**src/rtl/note_priority_ctrl.sv**
```systemverilog
// note_priority_ctrl: last-note-priority key stack driving the note, gate and
// retrigger inputs of the primary waveform generator, with an optional
// post-release hold timer.
module note_priority_ctrl #(
  parameter int unsigned DEPTH       = 4,
  parameter int unsigned HOLD_CYCLES = 2500000,
  parameter int unsigned CNT_W       = 22
) (
  input  logic       CLOCK_50,
  input  logic       resetn,
  input  logic       key_valid,
  input  logic [4:0] key_code,
  input  logic       key_release,
  output logic [4:0] note,
  output logic       gate,
  output logic       retrig,
  output logic [2:0] held_count,
  output logic       overflow
);

  localparam int unsigned HC_W = $clog2(DEPTH + 1);
  localparam logic [HC_W-1:0]  DEPTH_C = HC_W'(DEPTH);
  localparam logic [CNT_W-1:0] HOLD_C  = CNT_W'(HOLD_CYCLES);

  typedef enum logic [1:0] {
    IDLE,
    PLAY,
    HOLD
  } state_t;

  state_t           state;
  logic [4:0]       stack     [DEPTH];
  logic [4:0]       stack_nxt [DEPTH];
  logic [HC_W-1:0]  count;
  logic [HC_W-1:0]  count_nxt;
  logic [CNT_W-1:0] hold_cnt;
  logic             press_c;
  logic             release_c;
  logic             found;
  int               found_idx;
  logic             ovf_set;

  assign held_count = 3'(count);

  // Next stack contents and occupancy for the event presented this cycle
  always_comb begin
    press_c   = key_valid && (key_code != 5'd0) && !key_release;
    release_c = key_valid && (key_code != 5'd0) && key_release;
    found     = 1'b0;
    found_idx = 0;
    stack_nxt = stack;
    count_nxt = count;
    ovf_set   = 1'b0;

    for (int i = 0; i < int'(DEPTH); i++) begin
      if (!found && (HC_W'(i) < count) && (stack[i] == key_code)) begin
        found     = 1'b1;
        found_idx = i;
      end
    end

    if (press_c) begin
      // Everything above the removed slot (or the whole stack) slides down one
      stack_nxt[0] = key_code;
      for (int i = 1; i < int'(DEPTH); i++) begin
        stack_nxt[i] = (found && (i > found_idx)) ? stack[i] : stack[i-1];
      end
      if (!found) begin
        if (count == DEPTH_C) ovf_set = 1'b1;
        else                  count_nxt = count + 1'b1;
      end
    end else if (release_c && found) begin
      // Entries below the released slot close the gap
      for (int i = 0; i < int'(DEPTH) - 1; i++) begin
        if (i >= found_idx) stack_nxt[i] = stack[i+1];
      end
      stack_nxt[DEPTH-1] = 5'd0;
      count_nxt          = count - 1'b1;
    end
  end

  // Stack registers, gate/retrig sequencing and hold timer
  always_ff @(posedge CLOCK_50 or negedge resetn) begin
    if (!resetn) begin
      state    <= IDLE;
      for (int i = 0; i < int'(DEPTH); i++) stack[i] <= 5'd0;
      count    <= '0;
      hold_cnt <= '0;
      note     <= 5'd0;
      gate     <= 1'b0;
      retrig   <= 1'b0;
      overflow <= 1'b0;
    end else begin
      stack  <= stack_nxt;
      count  <= count_nxt;
      retrig <= 1'b0;
      if (ovf_set) overflow <= 1'b1;
      // note tracks the top entry but freezes once the stack is empty
      if (count_nxt != '0) note <= stack_nxt[0];

      case (state)
        IDLE: begin
          if (press_c) begin
            state  <= PLAY;
            gate   <= 1'b1;
            retrig <= 1'b1;
          end
        end
        PLAY: begin
          if (count_nxt == '0) begin
            if (HOLD_CYCLES == 0) begin
              state <= IDLE;
              gate  <= 1'b0;
            end else begin
              state    <= HOLD;
              hold_cnt <= HOLD_C;
            end
          end else if (press_c && (key_code != stack[0])) begin
            retrig <= 1'b1;
          end
        end
        HOLD: begin
          if (press_c) begin
            state    <= PLAY;
            retrig   <= 1'b1;
            hold_cnt <= '0;
          end else if (hold_cnt <= CNT_W'(1)) begin
            state    <= IDLE;
            gate     <= 1'b0;
            hold_cnt <= '0;
          end else begin
            hold_cnt <= hold_cnt - 1'b1;
          end
        end
        default: begin
          state <= IDLE;
          gate  <= 1'b0;
        end
      endcase
    end
  end

endmodule

```
**config.mk**
```make
export PLATFORM = sky130hd
export DESIGN_NAME = note_priority_ctrl
export DESIGN_NICKNAME = d
export VERILOG_FILES = /design/src/rtl/note_priority_ctrl.sv
export SDC_FILE = /design/constraint.sdc
export NUM_CORES = 1
export LEC_CHECK = 0
export CAP_MARGIN = 20
export CORE_MARGIN = 10
export CORE_UTILIZATION = 40
export CTS_CLUSTER_DIAMETER = 100
export CTS_CLUSTER_SIZE = 14
export DETAILED_ROUTE_END_ITERATION = 8
export PLACE_DENSITY = 0.61
export SLEW_MARGIN = 30
export SYNTH_ARGS = -nofsm -noshare
export SYNTH_HDL_FRONTEND = slang
export SYNTH_SLANG_ARGS = --single-unit
```
**constraint.sdc**
```tcl
create_clock -name CLOCK_50 -period 3 [get_ports CLOCK_50]
set_clock_uncertainty 0.2 [all_clocks]
set_input_delay 0.6 -clock CLOCK_50 [delete_from_list [all_inputs] [get_ports CLOCK_50]]
set_output_delay 0.6 -clock CLOCK_50 [all_outputs]
set_load 0.01 [all_outputs]
```
==> impl_metrics.yaml <==
detailed_routing:
  viasPerCell: 5.668
  drtIter0Drc: 137
  dr.pass1.iters: 4
  drt-total-wl_mm: 8.946
  drt-wirelength-per-cell_um: 16.30
  drtAntennaViolNets: 0
  drc: 0
  vias: 3112
setup_path:
  path_class: "in2reg"
  startpoint: "key_code[0]"
  cp-end-kind: "flip-flop"
  crit_path_max_incr_delay_ns: 0.39
  arrival_ns: 2.93
  critPathSlowestCell: "o32a_1"
  r2r_start: "held_count[1]"
  cp-start-kind: "input pin"
  worstPathCellList: "dlygate4sd2_1, xor2_1, nor3_1, and4_1, nor4b_4, o221a_2, o32a_1, buf_12, a221o_1"
  required_ns: 3.01
  cp_max_fo: 16
worst_hold_path:
  hp-class: "in2async"
cts:
  clock_path_buffers: 2
  clk_pin_slew_ns: 0.11
  cts_hold_buf: 0
  tritoncts: "yes"
  clk_latency_ns: 0.32
  cts_root_buf: "clkbuf_8"
  cts_made_buffers: 5
  clkSinkCount: 55
  cts_max_level: 2
outcome:
  status: "completed"
power_and_ir_drop:
  finalPower_mw: 3.000
  leakagePower_nw: 1.679
  p_seq_share_pct: 39.7
  p_int_mw: 1.793
  pwr-share-comb_pct: 45.7
  p_switching_mw: 1.207
  p_clk_share_pct: 14.6
  peakVddDrop_mv: 0.3365
  swShare_pct: 40.24
  p_per_area_nw_per_um2: 719.4
timing:
  rsz0062_at_grt: "no"
  slew_headroom_pct: 52.71
  max_freq_mhz: 342.4
  slew_viol_final: 0
  worst_pin_slew_ns: 0.7029
  finalCritPeriodShare_pct: 97.35
  hold_violations: 0
  setup_viol: 0
  fin_crit_ns: 2.921
flow_run:
  maxCapViolations: 0
die:
  num_rows: 33
  die_area_um2: 12630
  top_level_ports: 20
  design.core.area_um2: 8258
  initial_core_util_pct: 41.33
  fp.dieW_um: 112.4
  die_h_um: 112.4
grt:
  grt.overflow.total: 0
  grt_pass1_wl_mm: 15.37
  antenna_found_initial: 0
  grt_start_max_net_pins: 23
  grt_use_total_pct: 14.31
  grt_pass1_vias: 3044
placement:
  post-place-cells: 539
  dpl.hpwl_mm: 6.726
  port-buffer-count: 19
  gp_congestion: 0.9079
final_layout:
  nNetsFinal: 458
  instances_no_fill: 549
  n_antenna_cell: 0
  fillers: 792
  area_growth_pct: 22.18
  drive_gt1_share_pct: 19.82
synthesis:
  seq_area_frac_synth_pct: 40.32
  synth_edf_count: 0
  synthCells: 381
  synth_top_area_share_pct: 40.32
  yosysUniqueCellTypes: 62
  yosys_register_bits: 55
  synthTopCellsByArea: "dfrtp_1 40%, o21ai_0 6.6%, nand2_1 5.7%"
  syn_area_um2: 3413
  yosys_warnings: 0
  ys.flop_type: "dfrtp_1"
  synth_area_leader_cell: "dfrtp_1"
  synth.avg_cell_area_um2: 8.959
  synth_fp_nets: 396
  async_flop_share_pct: 100.0
## cell families after synthesis
family	Yosys count	synth area share (%)
buffers and inverters	29	4.435
AO/OA/AOI/OAI	105	19.94
adder cells (fa/ha/maj)	6	2.199
multiplexers	17	5.571
flip-flops	55	40.32
XOR/XNOR	21	5.389
AND/OR/NAND/NOR	148	22.14
## worst paths after layout
| kind | end | slack, ns | cells past startpoint |
|---|---|---|---|
| setup / recovery | hold_cnt[10] | 0.08 | 9 |
| hold / removal | overflow | 0.0003 | 1 |
| setup reg to reg | hold_cnt[10] | 0.13 | 9 |
| hold reg to reg | note[4] | 0.30 | 1 |
| max in group asynchronous | stack[1] | 1.94 | 2 |
| min in group CLOCK_50 | note[4] | 0.30 | 1 |
## routing by layer
metal	share of wire [%]	routed length, um	up-vias	GRT usage [%]
met5	0	0	-	0
met2	49	4401	70	23.87
met1	45	4007	1508	18.38
met3	4.3	385	14	2.716
li1	-	-	1520	-
met4	1.7	153	0	4.061
## sequential cells by signal (all words and copies together) (netlist names)
| name | count |
|---|---|
| overflow | 1 |
| state | 2 |
| note | 5 |
| hold_cnt | 22 |
| retrig | 1 |
| held_count | 3 |
| stack | 20 |
| gate | 1 |
## power by group through the flow
stage	combinational, mW	clock [mW]	sequential, mW
after floorplan	0.838	0	1.16
after global placement	1.33	0	1.20
after detailed placement	1.34	0	1.20
after CTS	1.38	0.453	1.19
after global routing	1.53	0.485	1.23
final	1.37	0.437	1.19
## cell type report
class	instances	area, um2	share of cell area, %
Multi-Input combinational cell	297	1919	46.02
Sequential cell	55	1376	33.00
Timing Repair Buffer	76	619.3	14.85
Tap cell	105	131.4	3.150
Clock buffer	5	68.82	1.650
Inverter	8	30.03	0.7201
Clock inverter	3	25.02	0.6001
## stage by stage
step,TNS (ns),util (%),hold WS (ns),area [um2],setup WS [ns]
6_report,0,50.50,0.0003432,4170,0.07938
2_1_floorplan,0,-,0.1044,3413,0.05003
3_3_place_gp,-18.75,48.85,0.2696,4034,-0.5094
5_1_grt,0,50.50,0.002821,4170,0.006207
3_5_place_dp,-21.74,48.85,0.2698,4034,-0.5364
4_1_cts,0,50.39,0.005425,4161,0.05054
## critical path, delay by kind of cell
kind | cells | cell delay (ns)
XOR/XNOR | 1 | 0.17
AND/OR/NAND/NOR | 3 | 0.68
buffers and inverters | 2 | 0.48
AO/OA/AOI/OAI | 3 | 1.00
## synthesized netlist by cell type, types with 4 or more instances
cell type / n
dfrtp_1: 55
nand2_1: 52
o21ai_0: 45
nor2_1: 28
nor3_1: 15
xnor2_1: 14
a21oi_1: 13
clkbuf_1: 11
nor4_1: 10
inv_1: 8
nand3_1: 8
a31oi_1: 7
xor2_1: 7
ha_1: 6
mux2i_1: 6
a22o_1: 5
mux2_2: 5
nand4_1: 5
buf_2: 4
buf_6: 4
mux2_1: 4
nand2b_1: 4
o22ai_1: 4
o32a_1: 4
or4_1: 4
## layout by cell type (no fill, tap or decap), types with 5 or more instances in the layout
cell type	n
buf_4	56
dfrtp_1	55
nand2_1	52
o21ai_0	45
nor2_1	27
xnor2_1	14
nor3_1	14
a21oi_1	13
clkdlybuf4s50_1	13
nor4_1	10
inv_1	8
nand3_1	8
xor2_1	7
a31oi_1	7
mux2i_1	6
ha_1	6
nand4_1	5
a22o_1	5
mux2_2	5
clkbuf_8	5
dlygate4sd2_1	5
## repair_timing
action	CTS	global route
setup buffers	2	0
resized for setup	9	2
cloned	0	0
pin swaps	1	0
endpoints found under the setup margin	45	19
Note: power is estimated with default switching activity, not from simulation.
